[src/rtl/selector_block_b.sv]
// selector_block_b: serial frame receiver for the selector-block link.
// Rebuilds LSB-first words from strobed start/data/parity/stop frames.
module selector_block_b #(
  parameter int WIDTH     = 4,
  parameter bit PARITY_EN = 1'b1
) (
  input  logic             clk,
  input  logic             reset,
  input  logic             enable,
  input  logic             din,
  output logic [WIDTH-1:0] data,
  output logic             data_valid,
  output logic             parity_err,
  output logic             frame_err,
  output logic [3:0]       frame_cnt,
  output logic             busy
);

  localparam int BW = (WIDTH > 1) ? $clog2(WIDTH) : 1;

  typedef enum logic [2:0] {
    S_IDLE,
    S_DATA,
    S_PARITY,
    S_STOP,
    S_ERR
  } state_e;

  state_e           state_q, state_d;
  logic [BW-1:0]    bitcnt_q, bitcnt_d;
  logic [WIDTH-1:0] shift_q, shift_d;
  logic             par_q, par_d;
  logic [WIDTH-1:0] data_q, data_d;
  logic             valid_q, valid_d;
  logic             perr_q, perr_d;
  logic             ferr_q, ferr_d;
  logic [3:0]       cnt_q, cnt_d;
  logic             last_bit;
  logic             par_ok;

  assign last_bit = (bitcnt_q == BW'(WIDTH - 1));

  // Good frame: parity bit is 1 exactly when the data holds an even number of ones.
  assign par_ok = !PARITY_EN || (par_q == ~(^shift_q));

  always_comb begin
    state_d  = state_q;
    bitcnt_d = bitcnt_q;
    shift_d  = shift_q;
    par_d    = par_q;
    data_d   = data_q;
    cnt_d    = cnt_q;
    valid_d  = 1'b0;
    perr_d   = 1'b0;
    ferr_d   = 1'b0;
    if (enable) begin
      unique case (state_q)
        S_IDLE: begin
          if (!din) begin
            state_d  = S_DATA;
            bitcnt_d = '0;
          end
        end
        S_DATA: begin
          shift_d[bitcnt_q] = din;
          bitcnt_d = bitcnt_q + BW'(1);
          if (last_bit) begin
            state_d = PARITY_EN ? S_PARITY : S_STOP;
          end
        end
        S_PARITY: begin
          par_d   = din;
          state_d = S_STOP;
        end
        S_STOP: begin
          if (!din) begin
            state_d = S_ERR;
            ferr_d  = 1'b1;
          end else begin
            state_d = S_IDLE;
            if (par_ok) begin
              data_d  = shift_q;
              valid_d = 1'b1;
              cnt_d   = cnt_q + 4'd1;
            end else begin
              perr_d = 1'b1;
            end
          end
        end
        S_ERR: begin
          if (din) begin
            state_d = S_IDLE;
          end
        end
        default: begin
          state_d = S_IDLE;
        end
      endcase
    end
  end

  always_ff @(posedge clk or negedge reset) begin
    if (!reset) begin
      state_q  <= S_IDLE;
      bitcnt_q <= '0;
      shift_q  <= '0;
      par_q    <= 1'b0;
      data_q   <= '0;
      valid_q  <= 1'b0;
      perr_q   <= 1'b0;
      ferr_q   <= 1'b0;
      cnt_q    <= 4'd0;
    end else begin
      state_q  <= state_d;
      bitcnt_q <= bitcnt_d;
      shift_q  <= shift_d;
      par_q    <= par_d;
      data_q   <= data_d;
      valid_q  <= valid_d;
      perr_q   <= perr_d;
      ferr_q   <= ferr_d;
      cnt_q    <= cnt_d;
    end
  end

  assign data       = data_q;
  assign data_valid = valid_q;
  assign parity_err = perr_q;
  assign frame_err  = ferr_q;
  assign frame_cnt  = cnt_q;
  assign busy       = (state_q != S_IDLE);

endmodule
[config.mk]
export PLATFORM = sky130hd
export DESIGN_NAME = selector_block_b
export DESIGN_NICKNAME = d
export VERILOG_FILES = /design/src/rtl/selector_block_b.sv
export SDC_FILE = /design/constraint.sdc
export NUM_CORES = 1
export LEC_CHECK = 0
export CORE_MARGIN = 2
export CORE_UTILIZATION = 50
export DETAILED_ROUTE_END_ITERATION = 7
export GPL_ROUTABILITY_DRIVEN = 0
export PLACE_DENSITY = 0.87
export SYNTH_ARGS = -nofsm -noshare
export SYNTH_HDL_FRONTEND = slang
export SYNTH_SLANG_ARGS = --single-unit
[constraint.sdc]
create_clock -name clk -period 5 [get_ports clk]
set_input_delay 1.5 -clock clk [delete_from_list [all_inputs] [get_ports clk]]
set_output_delay 1.5 -clock clk [all_outputs]
set_load 0.02 [all_outputs]
==> results_dict.tcl, run 1 <==
set metrics [dict create \
    finalHoldViolCount 0 \
    ios 16 \
    hold_buffers 0 \
    cts_tree "built" \
    grt_first_pass_wirelength_mm 2.92 \
    avgSynthCellArea_um2 12.7 \
    yosys-top-cells-area "dfrtp_1 (50%), mux2_2 (6.5%), ha_1 (6.0%), mux2_4 (5.8%), nand2_1 (3.6%)" \
    crit_type "flip-flop to output port" \
    arrival_ns 1.74 \
    synthCells 82 \
    htree_levels 1 \
    vias_per_cell 5.18 \
    dp_cells 121 \
    startpoint_type "flip-flop" \
    via_count 648 \
    period_minus_slack_ns 3.24 \
    rsz0062_at_grt "false" \
    final_cell_mix "dfrtp_1 (21), clkdlybuf4s50_1 (15), nand2_1 (10)" \
    wl_per_cell_um 13.7 \
    cts_inserted_buffers 3 \
    syn_to_final_growth_pct 18.5 \
    p_leak_nw 0.580 \
    fin_util 0.629 \
    max_freq_mhz 308 \
    clk_pin_slew_ns 0.11 \
    yosys_register_bits 21 \
    synthArstFlopShare 1.00 \
    status "finished, final reports clean" \
    slowest_delay_ns 0.54 \
    worst_pin_slew_ns 0.937 \
    setup_tns_ns 0 \
    hold_path.startpoint "frame_cnt[3]" \
    die_h_um 49.6 \
    slew_headroom 0.373 \
    power_density_nw_per_um2 584 \
    nets 108 \
    final_cell_area_um2 1230 \
    drv_slew 0 \
    min_path_cells 1 \
    grt_pass1_vias 678 \
    finalCritPeriodShare 0.649 \
    drt_iter0_drc 4 \
    drive_above_1_share 0.214 \
    seq_area_frac_synth 0.505 \
    setup_viol 0 \
    reg2reg_depth 4 \
    drt_drc_violations_left 0 \
    worstPathCellList "or3_1, clkdlybuf4s50_1" \
    r2r_start "state_q[1]" \
    postCtsSetupBuffers 0 \
    hold_end "frame_cnt[3]" \
    die_area_um2 2460 \
    ir_drop_v 0.000367 \
    antenna_found_initial 0 \
    clockBufferDepth 2 \
    slowest_stage "clkdlybuf4s50_1" \
    dpl-instance-area_um2 1210 \
    place.port_buffers 15 \
    cts_resized 0 \
    grt_max_degree 22 \
    layoutNonFillerInstCount 125 \
    dp_hpwl_mm 1.31 \
    syn-num-nets 91 \
    cts_root_buffer "clkbuf_4" \
    holdCritPathClass "flip-flop to flip-flop" \
    start_util 0.531 \
    drv_cap 0 \
    endpoint_kind "output port" \
    r2r_slack_ns 3.20 \
    mostFrequentLayoutCell "dfrtp_1" \
    core_um2 1960 \
    crit_start "state_q[1]" \
    grt_overflow 0 \
    antenna_left 0 \
    groute.usage.overall 0.161 \
    crit_fanout 9 \
    syn_area_um2 1040 \
    n_antenna_cell 0 \
    core.rowCount 16 \
    synth_top_area_cell "dfrtp_1" \
    critPathRequiredTime_ns 3.50 \
    yosys_warnings 0 \
    r2r_end "frame_cnt[1]" \
    dieWidth_um 49.6 \
    cts_num_sinks 21 \
    synth_top_cell_area_share 0.505 \
    synthFlopType "dfrtp_1" \
    skew_ns 0.0102 \
    synth.distinct_cells 28 \
    routed_wl_mm 1.71 \
    drtPass1Iterations 2 \
    synth_edf_count 0 \
    clk_latency_ns 0.30 \
]
critical path: cells and delay by family, from the launching register on:
family | cells | cell delay, ns
DFF | 1 | 0.50
buffers and inverters | 1 | 0.54
and+or+nand+nor | 1 | 0.40
through the flow:
step	hold slack, ns	setup WS [ns]	power (mW)
6_report	0.486	1.76	0.720
5_1_grt	0.511	1.70	0.766
4_1_cts	0.491	1.74	0.728
3_5_place_dp	0.477	1.58	0.646
3_3_place_gp	0.458	1.63	0.629
2_1_floorplan	0.505	2.35	0.553
worst max path at each step:
stage	depth (start not counted)	slack, ns	end
2_1_floorplan	5	2.35	data[0]
6_report	2	1.76	busy
3_5_place_dp	5	1.58	data[3]
3_3_place_gp	5	1.63	data[3]
5_1_grt	2	1.70	busy
4_1_cts	2	1.74	busy
cell type report:
cell class | instances | area (um2)
Timing Repair Buffer | 15 | 150
Multi-Input combinational cell | 54 | 483
Clock buffer | 4 | 26.3
Tap cell | 27 | 33.8
Fill cell | 184 | 728
Inverter | 4 | 15.0
Sequential cell | 21 | 526
cells by family (layout without fill, tap and decap cells):
group / Yosys count / count (layout) / share of synthesized area
AO/OA/AOI/OAI: 9 / 9 / 0.0589
multiplexers: 10 / 10 / 0.123
adder cells (fa/ha/maj): 5 / 5 / 0.0601
flip-flops: 21 / 21 / 0.505
XOR/XNOR: 7 / 7 / 0.0805
buffers and inverters: 7 / 23 / 0.0312
AND/OR/NAND/NOR: 23 / 23 / 0.142
registers in the layout, summed over array words and instances, names as in the netlist:
name	count
data	4
frame_cnt	4
shift_q	4
state_q	3
bitcnt_q	2
data_valid	1
frame_err	1
par_q	1
parity_err	1
cells in the mapped netlist (2+ instances only):
library cell / number
dfrtp_1: 21
nand2_1: 10
mux2_2: 6
ha_1: 5
mux2_4: 4
inv_1: 3
o21ai_0: 3
o31ai_1: 3
xor2_1: 3
buf_2: 2
nor2_1: 2
nor3_2: 2
or3_1: 2
xnor2_1: 2
per-layer routing:
metal  wire length (um)  global-route usage
met1                746               0.170
met2                861               0.282
met3                 76              0.0636
met4                 25              0.0694
met5                  0                   0
report_power, final:
part           leakage (nW)  internal [mW]  switching [mW]
Sequential            0.268          0.224          0.0628
Clock                0.0150         0.0311          0.0484
Combinational         0.297          0.183           0.171
Total                 0.580          0.438           0.282
Power figures use the tool's default switching activity.
==> inputs of run 2 (changes only) <==
==> constraint.sdc (replaced) <==
create_clock -name clk -period 3.2 [get_ports clk]
set_input_delay 0.96 -clock clk [delete_from_list [all_inputs] [get_ports clk]]
set_output_delay 0.96 -clock clk [all_outputs]
set_load 0.02 [all_outputs]
==> run 2 against run 1 <==
Utilization rose by 0.38 points; critical endpoint unchanged; largest cell class unchanged; first-iteration DRC count rose by 100%; register-to-register slack got worse by 1.8 ns; highest routed layer is now met3; largest power group unchanged; routed wire length fell by 2.0%; critical path type unchanged.
==> results_dict.tcl, run 2 (same netlist as run 1, synthesis figures left out) <==
set metrics [dict create \
    grt_max_degree 22 \
    cp_top_family "buffers and inverters" \
    setup_tns_ns 0 \
    clk_latency_ns 0.30 \
    holdCritPathClass "flip-flop to flip-flop" \
    crit_fanout 9 \
    htree_levels 1 \
    die_area_um2 2460 \
    syn_to_final_growth_pct 19.2 \
    drv_slew 0 \
    finalHoldViolCount 0 \
    whs_ns 0.489 \
    slowest_stage "clkdlybuf4s50_1" \
    drtPass1Iterations 3 \
    seq_power_share 0.401 \
    antenna_found_initial 0 \
    switchingPower_mw 0.436 \
    crit_type "flip-flop to output port" \
    via_count 645 \
    rsz0062_at_grt "false" \
    worst_pin_slew_ns 0.353 \
    drive_above_1_share 0.222 \
    clockBufferDepth 2 \
    dp_slack_ns 0.338 \
    power_density_nw_per_um2 903 \
    cts_inserted_buffers 3 \
    setup_viol 0 \
    cts_num_sinks 21 \
    finalCritPeriodShare 0.852 \
    period_minus_slack_ns 2.73 \
    core_um2 1960 \
    wl_per_cell_um 13.3 \
    drt_drc_violations_left 0 \
    vias_per_cell 5.12 \
    p_leak_nw 0.585 \
    cts_resized 0 \
    dieWidth_um 49.6 \
    antenna_left 0 \
    fill_cells 171 \
    drt_iter0_drc 8 \
    endpoint_kind "output port" \
    place.port_buffers 15 \
    internal-power_mw 0.685 \
    arrival_ns 1.77 \
    groute.usage.overall 0.157 \
    drv_cap 0 \
    die_h_um 49.6 \
    final_cell_mix "dfrtp_1 (21), clkdlybuf4s50_1 (15), nand2_1 (10)" \
    cts_root_buffer "clkbuf_4" \
    ios 16 \
    critPathRequiredTime_ns 2.24 \
    skew_ns 0.00755 \
    sw_frac_of_total 0.389 \
    start_util 0.531 \
    slew_headroom 0.763 \
    nets 109 \
    worstPathCellList "or3_1, clkdlybuf4s50_1" \
    power_frac_comb 0.488 \
    grt_pass1_vias 645 \
    startpoint_type "flip-flop" \
    slowest_delay_ns 0.54 \
    power_frac_clock 0.111 \
    clk_pin_slew_ns 0.11 \
    routed_wl_mm 1.68 \
    ir_drop_v 0.000552 \
    dp_hpwl_mm 1.23 \
    worst-path-buf-inv 1 \
    fin_ws_ns 0.473 \
    max_freq_mhz 367 \
    grt_first_pass_wirelength_mm 2.90 \
    mostFrequentLayoutCell "dfrtp_1" \
    grt_overflow 0 \
    n_antenna_cell 0 \
    status "finished, final reports clean" \
    cts_tree "built" \
    hold_buffers 0 \
    fin_util 0.633 \
    postCtsSetupBuffers 0 \
    core.rowCount 16 \
]
## run 2: worst paths after layout
kind / from / to / slack (ns) / cells past startpoint
min reg2reg: frame_cnt[3] / frame_cnt[3] / 0.49 / 1
max reg2reg: state_q[1] / data[0] / 1.36 / 4
max: state_q[1] / busy / 0.47 / 2
max in group asynchronous: reset / data[1] / 2.00 / 2
min: frame_cnt[3] / frame_cnt[3] / 0.49 / 1
min in group asynchronous: reset / state_q[1] / 0.99 / 2
## run 2: power by group through the flow
stage,Clock (mW),Sequential [mW],Combinational [mW]
after floorplan,0,0.446,0.418
after global placement,0,0.448,0.536
after detailed placement,0,0.451,0.549
after CTS,0.130,0.449,0.554
after global routing,0.141,0.463,0.587
final,0.125,0.449,0.547
## run 2: final cells by class
| type | count | area [um2] | share of cell area |
|---|---|---|---|
| timing repair buffer | 16 | 158 | 0.127 |
| tap | 27 | 33.8 | 0.0272 |
| inverter | 4 | 15.0 | 0.0121 |
| clock buffer | 4 | 26.3 | 0.0212 |
| multi-input combinational | 54 | 483 | 0.389 |
| sequential | 21 | 526 | 0.423 |
## run 2: through the flow
step           total power, mW  instance area [um2]  instances
6_report                  1.12                 1240        126
5_1_grt                   1.19                 1240        126
4_1_cts                   1.13                 1240        126
3_5_place_dp              1.00                 1210        122
3_3_place_gp             0.983                 1210        122
2_1_floorplan            0.865                 1040         82
## run 2: worst reg2reg max path: stages, from the launching register on
cell and delay [ns]:
dfrtp_1 0.55, nand2_1 0.15, or3_1 0.50, nor2_8 0.23
mux2_4 0.31
## run 2: metal layers
layer / track usage / share of wire
met2: 0.278 / 0.51
met1: 0.178 / 0.43
met3: 0.0667 / 0.058
met4: 0.0278 / 0
met5: 0 / 0
==> inputs of run 3 (changes only) <==
--- a/config.mk
+++ b/config.mk
@@ -5,7 +5,7 @@
 export SDC_FILE = /design/constraint.sdc
 export NUM_CORES = 1
 export LEC_CHECK = 0
-export CORE_MARGIN = 2
+export CORE_MARGIN = 1
 export CORE_UTILIZATION = 50
 export DETAILED_ROUTE_END_ITERATION = 7
 export GPL_ROUTABILITY_DRIVEN = 0
==> run 3 against run 2 <==
Fmax increased by 2.0%; worst hold slack got worse by 0.0031 ns; sequential power decreased by 1%; worst setup slack improved by 0.054 ns; utilization unchanged; first-iteration DRC count decreased by 13%; critical path depth unchanged; largest cell class unchanged; critical path type unchanged; sequential cell count unchanged; count of clock-buffer cells in the layout unchanged; non-clock buffer count unchanged; highest routed layer is now met4.
==> results_dict.tcl, run 3 (same netlist as run 1, synthesis figures left out) <==
set metrics [dict create \
    groute.usage.overall 0.147 \
    endpoint_kind "output port" \
    grt_overflow 0 \
    fill_cells 174 \
    crit_fanout 9 \
    holdCritPathClass "flip-flop to flip-flop" \
    drv_cap 0 \
    grt_max_degree 22 \
    ios 16 \
    core.rowCount 16 \
    dp_cells 122 \
    drtPass1Iterations 4 \
    whs_ns 0.486 \
    max_freq_mhz 374 \
    drv_slew 0 \
    ir_drop_v 0.000452 \
    antenna_found_initial 0 \
    syn_to_final_growth_pct 19.2 \
    clockBufferDepth 2 \
    worst_pin_slew_ns 0.362 \
    setup_viol 0 \
    vias_per_cell 5.12 \
    layoutNonFillerInstCount 126 \
    dp_hpwl_mm 1.18 \
    mostFrequentLayoutCell "dfrtp_1" \
    finalHoldViolCount 0 \
    clk_pin_slew_ns 0.10 \
    drive_above_1_share 0.222 \
    grt_first_pass_wirelength_mm 2.24 \
    start_util 0.531 \
    wl_per_cell_um 12.1 \
    crit_type "flip-flop to output port" \
    period_minus_slack_ns 2.67 \
    antenna_left 0 \
    hold_buffers 0 \
    core_um2 1960 \
    place.port_buffers 15 \
    rsz0062_at_grt "false" \
    drt_drc_violations_left 0 \
    cts_resized 0 \
    routed_wl_mm 1.53 \
    drt_iter0_drc 7 \
    critPathRequiredTime_ns 2.24 \
    finalPower_mw 1.11 \
    grt_pass1_vias 516 \
    dpl-instance-area_um2 1210 \
    die_area_um2 2270 \
    dieWidth_um 47.6 \
    power_density_nw_per_um2 898 \
    startpoint_type "flip-flop" \
    setup_tns_ns 0 \
    final_cell_area_um2 1240 \
    arrival_ns 1.71 \
    htree_levels 1 \
    status "finished, final reports clean" \
    finalCritPeriodShare 0.836 \
    slew_headroom 0.758 \
    cts_num_sinks 21 \
    final_cell_mix "dfrtp_1 (21), clkdlybuf4s50_1 (15), nand2_1 (10)" \
    cts_tree "built" \
    p_leak_nw 0.585 \
    postCtsSetupBuffers 0 \
    skew_ns 0.00470 \
    cts_inserted_buffers 3 \
    clk_latency_ns 0.29 \
    via_count 645 \
    n_antenna_cell 0 \
    cts_root_buffer "clkbuf_4" \
    nets 109 \
    die_h_um 47.6 \
]
## run 3: cell counts in the layout (fill, tap and decap cells not counted)
Identical to the previous run, type by type.
## run 3: cell type report
type / count / area (um2) / area share
flip-flops and latches: 21 / 526 / 0.423
multi-input cells: 54 / 483 / 0.389
repair buffers: 16 / 158 / 0.127
well taps: 27 / 33.8 / 0.0272
clock buffers: 4 / 26.3 / 0.0212
inverters: 4 / 15.0 / 0.0121
## run 3: power by group
part	switching (mW)	internal [mW]
registers	0.0938	0.350
logic	0.264	0.285
clock network	0.0731	0.0484
total	0.431	0.684
## run 3: critical path: stages, from the launching register on
cell             delay (ns)
dfrtp_1                0.49
or3_1                  0.40
clkdlybuf4s50_1        0.54
## run 3: metal layers
metal | GRT usage | wire [um] | vias up
met4 | 0.0500 | 8 | 0
met1 | 0.185 | 688 | 311
li1 | - | - | 313
met2 | 0.249 | 761 | 19
met5 | 0 | 0 | -
met3 | 0.0340 | 70 | 2
## run 3: worst paths after layout
path	startpoint	end	slack, ns	cells after the start
worst max-delay path	state_q[1]	busy	0.53	2
worst min-delay path	frame_cnt[3]	frame_cnt[3]	0.49	1
worst max register to register	state_q[2]	frame_cnt[1]	1.43	4
worst min register to register	frame_cnt[3]	frame_cnt[3]	0.49	1
max in group asynchronous	reset	parity_err	1.99	2
min in group asynchronous	reset	data_valid	1.00	2
## run 3: per-stage QoR
stage / utilization / setup slack (ns)
final: 0.633 / 0.526
after global routing: 0.633 / 0.460
after CTS: 0.633 / 0.515
after detailed placement: 0.619 / 0.336
after global placement: 0.619 / 0.375
after floorplan: - / 1.09
